**src/rtl/unified_mem_arbiter.sv**
```systemverilog
// Arbiter for a single-ported unified memory shared by the fetch port and the load/store port.
// Optional fetch anti-starvation guard: define UMA_STARVE_GUARD_EN.
module unified_mem_arbiter #(
  parameter int ADDR_W       = 32,
  parameter int DATA_W       = 32,
  parameter int MEM_LAT      = 1,
  parameter int STARVE_LIMIT = 4
) (
  input  logic              clk,
  input  logic              rst,
  input  logic              if_req,
  input  logic [ADDR_W-1:0] if_addr,
  output logic              if_gnt,
  output logic              if_rvalid,
  output logic [DATA_W-1:0] if_rdata,
  input  logic              d_req,
  input  logic              d_we,
  input  logic [3:0]        d_be,
  input  logic [ADDR_W-1:0] d_addr,
  input  logic [DATA_W-1:0] d_wdata,
  output logic              d_gnt,
  output logic              d_rvalid,
  output logic [DATA_W-1:0] d_rdata,
  output logic              mem_en,
  output logic              mem_we,
  output logic [3:0]        mem_be,
  output logic [ADDR_W-1:0] mem_addr,
  output logic [DATA_W-1:0] mem_wdata,
  input  logic [DATA_W-1:0] mem_rdata,
  output logic              stall_if,
  output logic              stall_mem
);

  typedef enum logic {IDLE = 1'b0, WAIT = 1'b1} state_t;

  localparam logic       OWN_IF   = 1'b0;
  localparam logic       OWN_D    = 1'b1;
  localparam logic [1:0] LAT_INIT = 2'(MEM_LAT - 1);

  if (MEM_LAT < 1 || MEM_LAT > 4 || STARVE_LIMIT < 1) begin : g_cfg_err
    $error("unified_mem_arbiter: MEM_LAT must be 1..4 and STARVE_LIMIT >= 1");
  end

  state_t     state_r;
  logic       owner_r;
  logic [1:0] lat_cnt_r;
  logic       opp_s;
  logic       resp_s;
  logic       force_if_s;

`ifdef UMA_STARVE_GUARD_EN
  localparam int            SW         = $clog2(STARVE_LIMIT + 1);
  localparam logic [SW-1:0] STARVE_MAX = SW'(STARVE_LIMIT);

  logic [SW-1:0] starve_cnt_r;

  assign force_if_s = (starve_cnt_r == STARVE_MAX) & if_req;

  // Count fetch opportunities lost to the data port; saturates at the limit.
  always_ff @(posedge clk) begin
    if (!rst) begin
      starve_cnt_r <= {SW{1'b0}};
    end else if (if_gnt) begin
      starve_cnt_r <= {SW{1'b0}};
    end else if (opp_s && if_req && (starve_cnt_r != STARVE_MAX)) begin
      starve_cnt_r <= starve_cnt_r + {{(SW-1){1'b0}}, 1'b1};
    end else begin
      starve_cnt_r <= starve_cnt_r;
    end
  end
`else
  assign force_if_s = 1'b0;
`endif

  // Grant opportunity, arbitration and response-cycle detection.
  always_comb begin
    opp_s  = 1'b0;
    resp_s = 1'b0;
    d_gnt  = 1'b0;
    if_gnt = 1'b0;
    if (rst) begin
      opp_s  = (state_r == IDLE) || (lat_cnt_r == 2'd0);
      resp_s = (state_r == WAIT) && (lat_cnt_r == 2'd0);
      d_gnt  = opp_s & d_req & ~force_if_s;
      if_gnt = opp_s & if_req & ~d_gnt;
    end else begin
      opp_s  = 1'b0;
      resp_s = 1'b0;
    end
  end

  // Memory issue side: drive the winner's payload, zero when nothing issues.
  always_comb begin
    mem_en    = 1'b0;
    mem_we    = 1'b0;
    mem_be    = 4'b0000;
    mem_addr  = {ADDR_W{1'b0}};
    mem_wdata = {DATA_W{1'b0}};
    if (d_gnt) begin
      mem_en    = 1'b1;
      mem_we    = d_we;
      mem_be    = d_be;
      mem_addr  = d_addr;
      mem_wdata = d_wdata;
    end else if (if_gnt) begin
      mem_en    = 1'b1;
      mem_be    = 4'b1111;
      mem_addr  = if_addr;
    end else begin
      mem_en    = 1'b0;
    end
  end

  // Response routing to the owner and pipeline stall generation.
  always_comb begin
    if_rvalid = resp_s & (owner_r == OWN_IF);
    d_rvalid  = resp_s & (owner_r == OWN_D);
    if_rdata  = {DATA_W{1'b0}};
    d_rdata   = {DATA_W{1'b0}};
    stall_if  = 1'b0;
    stall_mem = 1'b0;
    if (rst) begin
      if_rdata  = if_rvalid ? mem_rdata : {DATA_W{1'b0}};
      d_rdata   = d_rvalid ? mem_rdata : {DATA_W{1'b0}};
      stall_if  = if_req & ~if_gnt;
      stall_mem = (d_req & ~d_gnt) |
                  ((owner_r == OWN_D) & (state_r == WAIT) & ~d_rvalid);
    end else begin
      stall_if  = 1'b0;
    end
  end

  // Transaction tracker: a grant always (re)arms the latency countdown.
  always_ff @(posedge clk) begin
    if (!rst) begin
      state_r   <= IDLE;
      owner_r   <= OWN_IF;
      lat_cnt_r <= 2'd0;
    end else if (if_gnt || d_gnt) begin
      state_r   <= WAIT;
      owner_r   <= d_gnt ? OWN_D : OWN_IF;
      lat_cnt_r <= LAT_INIT;
    end else if (state_r == WAIT) begin
      if (lat_cnt_r != 2'd0) begin
        lat_cnt_r <= lat_cnt_r - 2'd1;
      end else begin
        state_r   <= IDLE;
      end
    end else begin
      state_r   <= IDLE;
    end
  end

endmodule

```
**config.mk**
```make
export PLATFORM = sky130hd
export DESIGN_NAME = unified_mem_arbiter
export DESIGN_NICKNAME = d
export VERILOG_FILES = /design/src/rtl/unified_mem_arbiter.sv
export SDC_FILE = /design/constraint.sdc
export NUM_CORES = 1
export LEC_CHECK = 0
export ABC_AREA = 1
export BUFFER_PORTS_ARGS = -buffer_cell sky130_fd_sc_hd__buf_2
export CAP_MARGIN = 0
export CORE_AREA = 2 2 107 109
export DETAILED_ROUTE_END_ITERATION = 10
export DIE_AREA = 0 0 109 111
export RECOVER_POWER = 25
export REMOVE_ABC_BUFFERS = 1
export SKIP_LAST_GASP = 1
export SYNTH_ARGS = -nofsm -noshare
export SYNTH_HDL_FRONTEND = slang
export SYNTH_SLANG_ARGS = --single-unit
```
**constraint.sdc**
```tcl
create_clock -name clk -period 1.4 [get_ports clk]
set_clock_uncertainty 0.15 [all_clocks]
set_input_delay 0.21 -clock clk [delete_from_list [all_inputs] [get_ports clk]]
set_output_delay 0.21 -clock clk [all_outputs]
set_load 0.005 [all_outputs]
```
==> metrics.txt <==
Detailed Place HPWL=6730 um; share of cells above drive strength 1=around 58%; root buf cell=clkbuf_16; Die Ht=~110 um; final count of negative-setup-slack endpoints=140; delay-heaviest family, CP=buffers and inverters; Clk Latency, worst-skew pair=around 220 ps; Top-Level Pins=about 280; core area=between 0.01 and 0.015 mm2; worst path required time=about 1000 ps; Routed Antenna Nets=0; Avg WL per Cell=approximately 11 um; R2R depth=9; final clock period utilization by the worst path=128%; Slew Limit Fails=0; post-synthesis cell count=roughly 320; setup ws final=-394 ps; total wire length=~8300 um; drt pass-1 iters=5; PD cells=371 mW/mm2; Top cell by count, worst path=nand2_4; post-synthesis register bit count=4; Layout area overhead=143%; Worst Path Arrival=about 1400 ps; Pleak=~2.5 nW; H-Tree Level Count=1; Critical Path, Cell by Cell=inv_2 -> ha_4 -> inv_4 -> nand2_4 -> nand2_4 -> inv_8 -> buf_12 -> nand2_2 -> nand2_1 -> buf_2; # fillers=1239; site row count=39; DP Worst Slack=-307 ps; Reg clk slew, reported paths=~30 ps; Total GRT Usage=approximately 13%; slowest cell on the critical path=dfxtp_2; clock sink count=4; initial cell density of the core=between 10% and 20%; Slew Limit Headroom=between 80% and 90%; first-pass GRT wire length=11900 um; Core Util, Final=roughly a third; hold buffer count at CTS=0; Tightest Hold Check Type=in2reg; TritonCTS buffer count=3; hold path cells=4; Critical Path Max Stage Delay=~320 ps; Distinct cells, synth=22; area of placed instances=roughly 0.003 mm2; Clock Tree Buf Depth=2; Critical Path Sink Type=output pin; Synth warnings=0; Final Hold Vio Count=0; Min Clock Period, post-route=1790 ps; RSZ-0062 raised after global routing=true; total chip power=about 1.3 mW; Die Wd=between 100 and 150 um; DRC Markers=0; Levels on crit path=10; clock tree from TritonCTS=built; DR iter-0 viols=between 100 and 150; Final Instance Area=~0.0035 mm2; status=finished, violations left; tightest hold margin=approximately 150 ps; Mapped Area=around 0.0014 mm2; failing checks=negative setup slack; Mapped Avg Cell Area=approximately 4.4 um2; number of port buffers=between 200 and 300; initial antenna violation count=4; Layout Nets=about 750; Worst Max-Slew Pin Slew=around 180 ps; worst vdd ir=between 0.0003 and 0.0004 V; Peak Freq=~0.56 GHz; maxcap violations=0; Total Die Area=approximately 0.012 mm2; critical path class=reg2out; vias per cell=around 3.8; GRT overflow=0; GPL Wtd Cong=0.794; Worst setup SP type=flop; sequential share of the synthesized area=between 5 and 6%; worst-path maximum fanout=7; CP bufs+invs=5; largest net degree at the start of global routing=36; vias in the first global route=roughly 2500; via count=between 2000 and 3000
-- cell families (layout without fill, tap and decap cells) --
group / count (synthesis) / in the layout / share of synthesized area (%)
AND/OR/NAND/NOR: 221 / 221 / 60.7
buffers and inverters: 92 / 378 / 30.9
other: 0 / 1 / 0
XOR/XNOR: 1 / 1 / 0.612
AO/OA/AOI/OAI: 3 / 3 / 1.31
adder cells (fa/ha/maj): 1 / 1 / 0.874
flip-flops: 4 / 4 / 5.59
-- area by class of cell --
type / instances / area (um2) / area share (%)
Multi-Input combinational cell: 226 / 1090 / 31.5
Antenna cell: 1 / 2.50 / 0.0721
Inverter: 77 / 312 / 8.97
Tap cell: 143 / 179 / 5.15
Clock buffer: 3 / 75.1 / 2.16
Timing Repair inverter: 1 / 16.3 / 0.468
Timing Repair Buffer: 297 / 1710 / 49.3
Sequential cell: 4 / 82.6 / 2.38
-- tightest hold or removal path, stage by stage --
cell     delay, ps
buf_2          120
nand2_4         60
nand3_4         50
nor2_1          30
-- worst paths after layout --
kind / startpoint / slack (ps) / endpoint
worst min register to register: owner_r$_SDFFE_PN0P_ / 360 / owner_r$_SDFFE_PN0P_
worst max register to register: lat_cnt_r[0]$_SDFFE_PP0P_ / 50 / lat_cnt_r[1]$_SDFFE_PP0P_
worst min-delay path: if_req / 150 / lat_cnt_r[0]$_SDFFE_PP0P_
worst max-delay path: lat_cnt_r[0]$_SDFFE_PP0P_ / -390 / mem_addr[18]
-- metrics by stage --
step	TNS, ps	instances
2_1_floorplan	-19950	307
3_3_place_gp	-23980	740
3_5_place_dp	-26980	740
4_1_cts	-48530	750
5_1_grt	-58770	751
6_report	-47650	752
-- repair_timing --
action / CTS / global route
setup buffers: 3 / 2
gates resized for setup: 56 / 22
gates cloned: 5 / 0
hold endpoints to repair: 0 / 0
setup endpoints to repair: 143 / 143
pin swaps: 8 / 4
-- sequential cells by signal (all words and copies together) (netlist names) --
| signal | cells |
|---|---|
| state_r | 1 |
| owner_r | 1 |
| lat_cnt_r | 2 |
-- Yosys cell counts, drive strengths merged --
cell    number  share of area, %
clkinv       2              0.87
a211oi       1              0.52
o21ai        1              0.35
a31oi        1              0.44
inv         75                20
nand2      117                32
nand4        1              0.44
dfxtp        4               5.6
nor2       102                27
nand3        1              0.35
xor2         1              0.61
ha           1              0.87
buf         15                10
-- routing by layer --
layer	part of all wire [%]	GRT usage (%)
met2	51	24.5
met3	13	4.23
met1	35	12.3
met4	1.2	3.85
met5	0.44	0
-- power breakdown --
part | internal, mW | switching (mW) | total (mW)
combinational | 0.373 | 0.351 | 0.725
sequential | 0.119 | 0.00364 | 0.122
clock | 0.364 | 0.0766 | 0.441
-- layout by cell type (no fill, tap or decap) --
master,n
buf_2,274
o21ai_2,1
nor2_4,8
inv_2,3
inv_1,70
nand2_1,90
buf_4,6
buf_8,1
nor2_2,7
buf_16,3
a31oi_1,1
dfxtp_2,2
nand2_2,19
clkinv_1,1
buf_12,6
dfxtp_1,2
nor2_1,87
diode_2,1
clkbuf_16,3
xor2_1,1
inv_8,1
inv_4,1
nand4_1,1
clkinv_8,2
nand2_4,8
buf_6,7
ha_4,1
a211oi_2,1
nand3_4,1
Power figures use the tool's default switching activity.
